## config.mk

```make
export PLATFORM = sky130hd
export DESIGN_NAME = usart_tx_even_parity
export DESIGN_NICKNAME = d
export VERILOG_FILES = /design/src/rtl/usart_tx_even_parity.sv
export SDC_FILE = /design/constraint.sdc
export NUM_CORES = 1
export LEC_CHECK = 0
export BUFFER_PORTS_ARGS = -buffer_cell sky130_fd_sc_hd__buf_4
export CORE_ASPECT_RATIO = 0.9
export CORE_MARGIN = 10
export CORE_UTILIZATION = 54
export DETAILED_ROUTE_END_ITERATION = 10
export PLACE_DENSITY = 0.81
export SKIP_LAST_GASP = 1
export SLEW_MARGIN = 40
export SYNTH_ARGS = -nofsm -noshare
export SYNTH_HDL_FRONTEND = slang
export SYNTH_SLANG_ARGS = --single-unit
```

## constraint.sdc

```tcl
create_clock -name clk -period 5 [get_ports clk]
set_clock_uncertainty 0.1 [all_clocks]
set_input_delay 0.5 -clock clk [delete_from_list [all_inputs] [get_ports clk]]
set_output_delay 0.5 -clock clk [all_outputs]
set_load 0.005 [all_outputs]
```

## src/rtl/usart_tx_even_parity.sv

```systemverilog
// USART transmitter, 8 data bits LSB first, even parity, one stop bit.
// Frame: start(0), d0..d7, parity (XOR of data), stop(1); each bit lasts
// CLKS_PER_BIT clock cycles. One byte is accepted per frame, only while idle.
module usart_tx_even_parity #(
  parameter int CLKS_PER_BIT = 16
) (
  input  logic       clk,
  input  logic       rst,
  input  logic [7:0] tx_data,
  input  logic       tx_valid,
  output logic       tx_ready,
  output logic       tx,
  output logic       tx_busy
);

  localparam int                CNT_W    = $clog2(CLKS_PER_BIT);
  localparam logic [CNT_W-1:0]  CNT_LAST = CNT_W'(CLKS_PER_BIT - 1);

  typedef enum logic [2:0] {
    IDLE   = 3'd0,
    START  = 3'd1,
    DATA   = 3'd2,
    PARITY = 3'd3,
    STOP   = 3'd4
  } state_t;

  state_t            state_q, state_d;
  logic [CNT_W-1:0]  cnt_q, cnt_d;
  logic [2:0]        bit_idx_q, bit_idx_d;
  logic [7:0]        shift_q, shift_d;
  logic              parity_q, parity_d;
  logic              tx_q, tx_d;
  logic              ready_q, ready_d;
  logic              busy_q, busy_d;
  logic              bit_done;

  assign tx       = tx_q;
  assign tx_ready = ready_q;
  assign tx_busy  = busy_q;

  // Next-state logic: baud timing, bit sequencing and the next tx level.
  // tx_d always reflects the bit that the next state will put on the line,
  // so the serial output is registered without a cycle of extra latency.
  always_comb begin
    state_d   = state_q;
    cnt_d     = cnt_q;
    bit_idx_d = bit_idx_q;
    shift_d   = shift_q;
    parity_d  = parity_q;
    tx_d      = tx_q;
    bit_done  = (cnt_q == CNT_LAST);

    if (state_q == IDLE || bit_done) begin
      cnt_d = '0;
    end else begin
      cnt_d = cnt_q + 1'b1;
    end

    case (state_q)
      IDLE: begin
        tx_d = 1'b1;
        if (tx_valid && ready_q) begin
          shift_d   = tx_data;
          parity_d  = ^tx_data;
          bit_idx_d = 3'd0;
          state_d   = START;
          tx_d      = 1'b0;
        end
      end
      START: begin
        if (bit_done) begin
          state_d = DATA;
          tx_d    = shift_q[0];
        end
      end
      DATA: begin
        if (bit_done) begin
          if (bit_idx_q == 3'd7) begin
            state_d = PARITY;
            tx_d    = parity_q;
          end else begin
            bit_idx_d = bit_idx_q + 3'd1;
            shift_d   = {1'b0, shift_q[7:1]};
            tx_d      = shift_q[1];
          end
        end
      end
      PARITY: begin
        if (bit_done) begin
          state_d = STOP;
          tx_d    = 1'b1;
        end
      end
      STOP: begin
        if (bit_done) begin
          state_d = IDLE;
          tx_d    = 1'b1;
        end
      end
      default: begin
        state_d = IDLE;
        tx_d    = 1'b1;
      end
    endcase

    ready_d = (state_d == IDLE);
    busy_d  = (state_d != IDLE);
  end

  // State and output registers; reset wins over an accept on the same edge.
  always_ff @(posedge clk) begin
    if (rst) begin
      state_q   <= IDLE;
      cnt_q     <= '0;
      bit_idx_q <= 3'd0;
      shift_q   <= 8'd0;
      parity_q  <= 1'b0;
      tx_q      <= 1'b1;
      ready_q   <= 1'b1;
      busy_q    <= 1'b0;
    end else begin
      state_q   <= state_d;
      cnt_q     <= cnt_d;
      bit_idx_q <= bit_idx_d;
      shift_q   <= shift_d;
      parity_q  <= parity_d;
      tx_q      <= tx_d;
      ready_q   <= ready_d;
      busy_q    <= busy_d;
    end
  end

endmodule

```

# Yosys cells after proc, flatten, opt, wreduce, memory -nomap -nowiden
# Index checks and enable logic that the tools add are counted.
# classes
n_addsub	2
eq_ne	11
mux	21
reduce_logical	12
# op_table
op	n
$mux 3	9
$mux 8	3
$pmux 8 s2	1
$pmux 3 s5	1
$reduce_xor 8->1	1
$eq 3x2->1 const B	2
$eq 3x3->1 const B	2
$logic_not 3->1	2
$ne 2x2->1 const B	3
$pmux 3 s2	1
$mux 1	5
$add 4x1->4 const B	1
$eq 4x4->1 const B	1
$ne 2x1->1 const B	2
$pmux 1 s4	1
$reduce_and 4->1	1
$reduce_or 2->1	2
$add 3x1->3 const B	1
$eq 3x1->1 const B	1
$reduce_and 3->1	1
$reduce_bool 3->1	1
$reduce_and 2->1	1
$reduce_bool 2->1	1
$logic_and 1x1->1	1
$logic_or 1x1->1	1
# totals
ff_bits	22
input_bits	11
out_inout_bits	3
elab_cells	54

# Longest topological paths before layout
# depth
depth_word	5
mapped_depth	6
mapped_depth_nobuf	6

# Worst setup path after synthesis
# Ideal clock, no wire load.
# synth_timing
kind	flip-flop to flip-flop
startpoint	register bit_idx_q[0]
endpoint	register busy_q (netlist: tx_busy)
setup_time_ps	127
t_arrival_ps	1406
required_time_ps	4773
path_slack_ps	3367
path_stages_with_launch	7
path_buffers	0
synth_period_minus_slack_ps	1633
cell_sequence	dfxtp_1 > ha_1 > ha_1 > inv_1 > o22ai_1 > o211a_1 > or3_1
# synth_between
elab_chain_cells	5
# synth_lines
element	line	source
start: declaration	29	logic [2:0] bit_idx_q, bit_idx_d;
start signal: assignment	124	bit_idx_q <= bit_idx_d;
$eq 3x3->1	78	if (bit_idx_q == 3'd7) begin
$mux 3	78	
$mux 3	77	if (bit_done) begin
$pmux 3 s5	59	case (state_q)
$reduce_bool 3->1	107	busy_d = (state_d != IDLE);
end signal: assignment	129	busy_q <= busy_d;
end: declaration	34	logic busy_q, busy_d;
# Every way passes these cells.
# A chain may end at the register's enable or synchronous reset.

# Worst setup path after layout
# layout_timing
startpoint	register state_q[1]
endpoint	register bit_idx_q[0]
# layout_between
elab_chain_cells	3
elab_cells_between_ends	8
classes_between	eq/ne (4); mux (1); reduce/logical (3)
# layout_lines
element	line	source
start: declaration	27	state_t state_q, state_d;
start signal: assignment	122	state_q <= state_d;
$eq 3x2->1 or $logic_not 3->1 (tied branches)	59	
$ne 2x2->1 (no line) (tied with other cells)	--	
$reduce_and 4->1 (no line)	--	
# Several ways; a longest one is shown, not always the timed one.

==> summary.md <==
| Metric | Value |
|---|---|
| Run status | completed |
| Total GRT Usage | 11.0% |
| Met1 GRT Util | 12.2% |
| LEAKAGE | 0.461 nW |
| Number of global-route vias before repair | 797 |
| Core Area | 0.00190 mm2 |
| Crit path DAT | 2160 ps |
| Root Driver | clkbuf_4 |
| DR WL/cell | 14.6 um |
| Synth Register Bits | 22 |
| Dpl hpwl | 1620 um |
| Final setup viols | 0 |
| GR peak layer | met2 |
| Diodes inserted | 0 |
| Synth area leader | dfxtp_1 |
| Post-synth top area share | 41.6% |
| Register area | 440 um2 |
| Io pins | 14 |
| Post-route ant nets | 0 |
| Fraction of registers with async set/reset | 0% |
| Post-CTS setup buffers | 0 |
| Detailed-route via count | 816 |
| Crit path kind | flop to flop |
| Final #Nets | 133 |
| Share of layout cells above drive strength 1 | 19.5% |
| Largest stage delay, worst path | 880 ps |
| Multi-input combinational cell area | 579 um2 |
| GR Layer Usage met2 | 18.6% |
| Max H-tree Level | 1 |
| Number of flops mapped to enable cells by yosys | 0 |
| Latest clock arrival within the worst-skew pair | 310 ps |
| GRT overflow | 0 |
| Most frequent cells after synthesis | dfxtp_1 (22), a21oi_1 (10) |
| Final Cycle Share | 41.2% |
| Worst path cell trace | nand4_4 > o22ai_4 > a21oi_1 > mux2_2 |
| Synth Net Count | 121 |
| Fin crit period | 2060 ps |
| Drt pass-1 iters | 4 |
| Crit-path max FO | 16 |
| CTS tree | done |
| Largest net degree at the start of global routing | 17 |
| Fin cells | 143 |
| Final max-slew violation count | 0 |
| Num CTS Buffers | 3 |
| P&R area growth vs syn | 14.2% |
| Fmax | 0.486 GHz |
| CTS sink count | 22 |
| Routed wire length | 2090 um |
| Routability cong. | 0.789 |
| Post-synthesis sequential area ratio | 41.6% |
| Hold/Removal Path Class | primary input to flop |
| CP required | 5100 ps |
| Largest cells by area after synthesis | dfxtp_1 (42%), mux2i_1 (7.6%), xnor2_1 (6.6%), a211oi_1 (5.7%), a21oi_1 (4.7%) |
| CTS resizes | 0 |
| CTS clk-pin slew, worst paths | 120 ps |
| Synth Warn # | 0 |
| R2R Setup Slk | 2940 ps |
| Endpoints failing hold | 0 |
| Via/cell ratio | 5.71 |
| Placed Instances | 139 |
| Initial antenna violation count | 0 |
| TNS Setup | 0 ps |
| Count leader, synth | dfxtp_1 |
| Starting density of the core | 55.8% |
| Most used DFF post-synth | dfxtp_1 |
| RSZ-0062 raised after global routing | no |
| FP Rows | 15 |
| Crit end category | flop |
| Slowest stage cell, crit path | dfxtp_1 |
| Post-CTS Hold Buffers | 0 |
| Post-Syn Area per Cell | 9.89 um2 |
| Number of max-cap violations | 0 |
| Fillers | 160 |
| Port Buffer Count | 13 |
| PD cells | 314 mW/mm2 |
| CTS max path bufs | 2 |
| First-pass GRT wire length | 3550 um |
| Die area | 0.00413 mm2 |
| Type of origin of the critical path | flop |
| Cells after synthesis | 107 |
| DR DRC count | 0 |
| Width of the die | 66.7 um |
| Final core utilization | 63.8% |
| Post-Syn Area | 0.00106 mm2 |
| Starting DRT DRC Count | 30 |
| Measured slew at the worst slew-check pin | 819 ps |
| Hold_ws | 360 ps |
| Cell variety after synth | 34 |
| Chip height | 62 um |
| Slew margin rel. | 45.3% |
| M3 GR Usage | 4.48% |
| Worst vdd ir | 241 uV |
## layout by cell type, fill, tap and decap left out, types with 2 or more instances in the layout
cell       n
a211oi_1   8
xor2_1     3
a22o_1     2
nor2_1     8
nand3_1    3
buf_4     13
mux2i_1    8
xnor2_1    8
dfxtp_1   22
inv_1      2
ha_1       3
a21oi_1   10
nor3_1     3
or3_1      2
clkbuf_4   3
nand2_1    2
## path summary, 6_finish.rpt
path	start	to	depth (start not counted)
setup / recovery	state_q[1]	bit_idx_q[0]	4
hold / removal	tx_data[7]	shift_q[7]	3
setup reg to reg	state_q[1]	bit_idx_q[0]	4
hold reg to reg	cnt_q[0]	cnt_q[0]	1
## flip-flops by register name, summed over array words and instances (netlist names)
name / cells
parity_q: 1
tx_ready: 1
tx: 1
shift_q: 8
state_q: 3
bit_idx_q: 3
tx_busy: 1
cnt_q: 4
## cell type report
cell class / instances / area share (%)
multi-input combinational: 77 / 47.9
sequential: 22 / 36.4
timing repair buffer: 13 / 8.07
tap: 25 / 2.59
clock inverter: 1 / 2.48
clock buffer: 3 / 1.86
inverter: 2 / 0.621
## metal layers
layer | up-vias | part of all wire [%]
met5 | - | 0
met4 | 0 | 0.62
met3 | 2 | 7.2
met2 | 23 | 49
met1 | 378 | 43
li1 | 413 | -
## power breakdown
part,leakage (nW),switching [W],internal (W)
Combinational,0.252,0.0000254,0.0000266
Clock,0.0279,0.0000533,0.0000811
Sequential,0.180,0.00000712,0.000186
## worst max-delay path: cells and delay by family, from the launching register on
kind | cells | cell delay, ps
mux | 1 | 310
simple gates | 1 | 200
compound gates | 2 | 460
flops | 1 | 880
## cells by family (layout without fill, tap and decap cells)
group	count (synthesis)	after routing	share of synthesized area, %
AO/OA/AOI/OAI	28	28	19.2
XOR/XNOR	11	11	9.10
adder cells (fa/ha/maj)	3	3	3.55
buffers and inverters	8	19	3.66
flip-flops	22	22	41.6
multiplexers	9	9	8.63
AND/OR/NAND/NOR	26	26	14.3
## stage by stage
step | worst slack [ps] | total power (W) | area [um2]
after floorplan | 3370 | 0.000231 | 1060
after global placement | 3050 | 0.000247 | 1160
after detailed placement | 2990 | 0.000249 | 1160
after CTS | 2950 | 0.000383 | 1210
after global routing | 2820 | 0.000398 | 1210
final | 2940 | 0.000379 | 1210
Note: power is estimated with default switching activity, not from simulation.
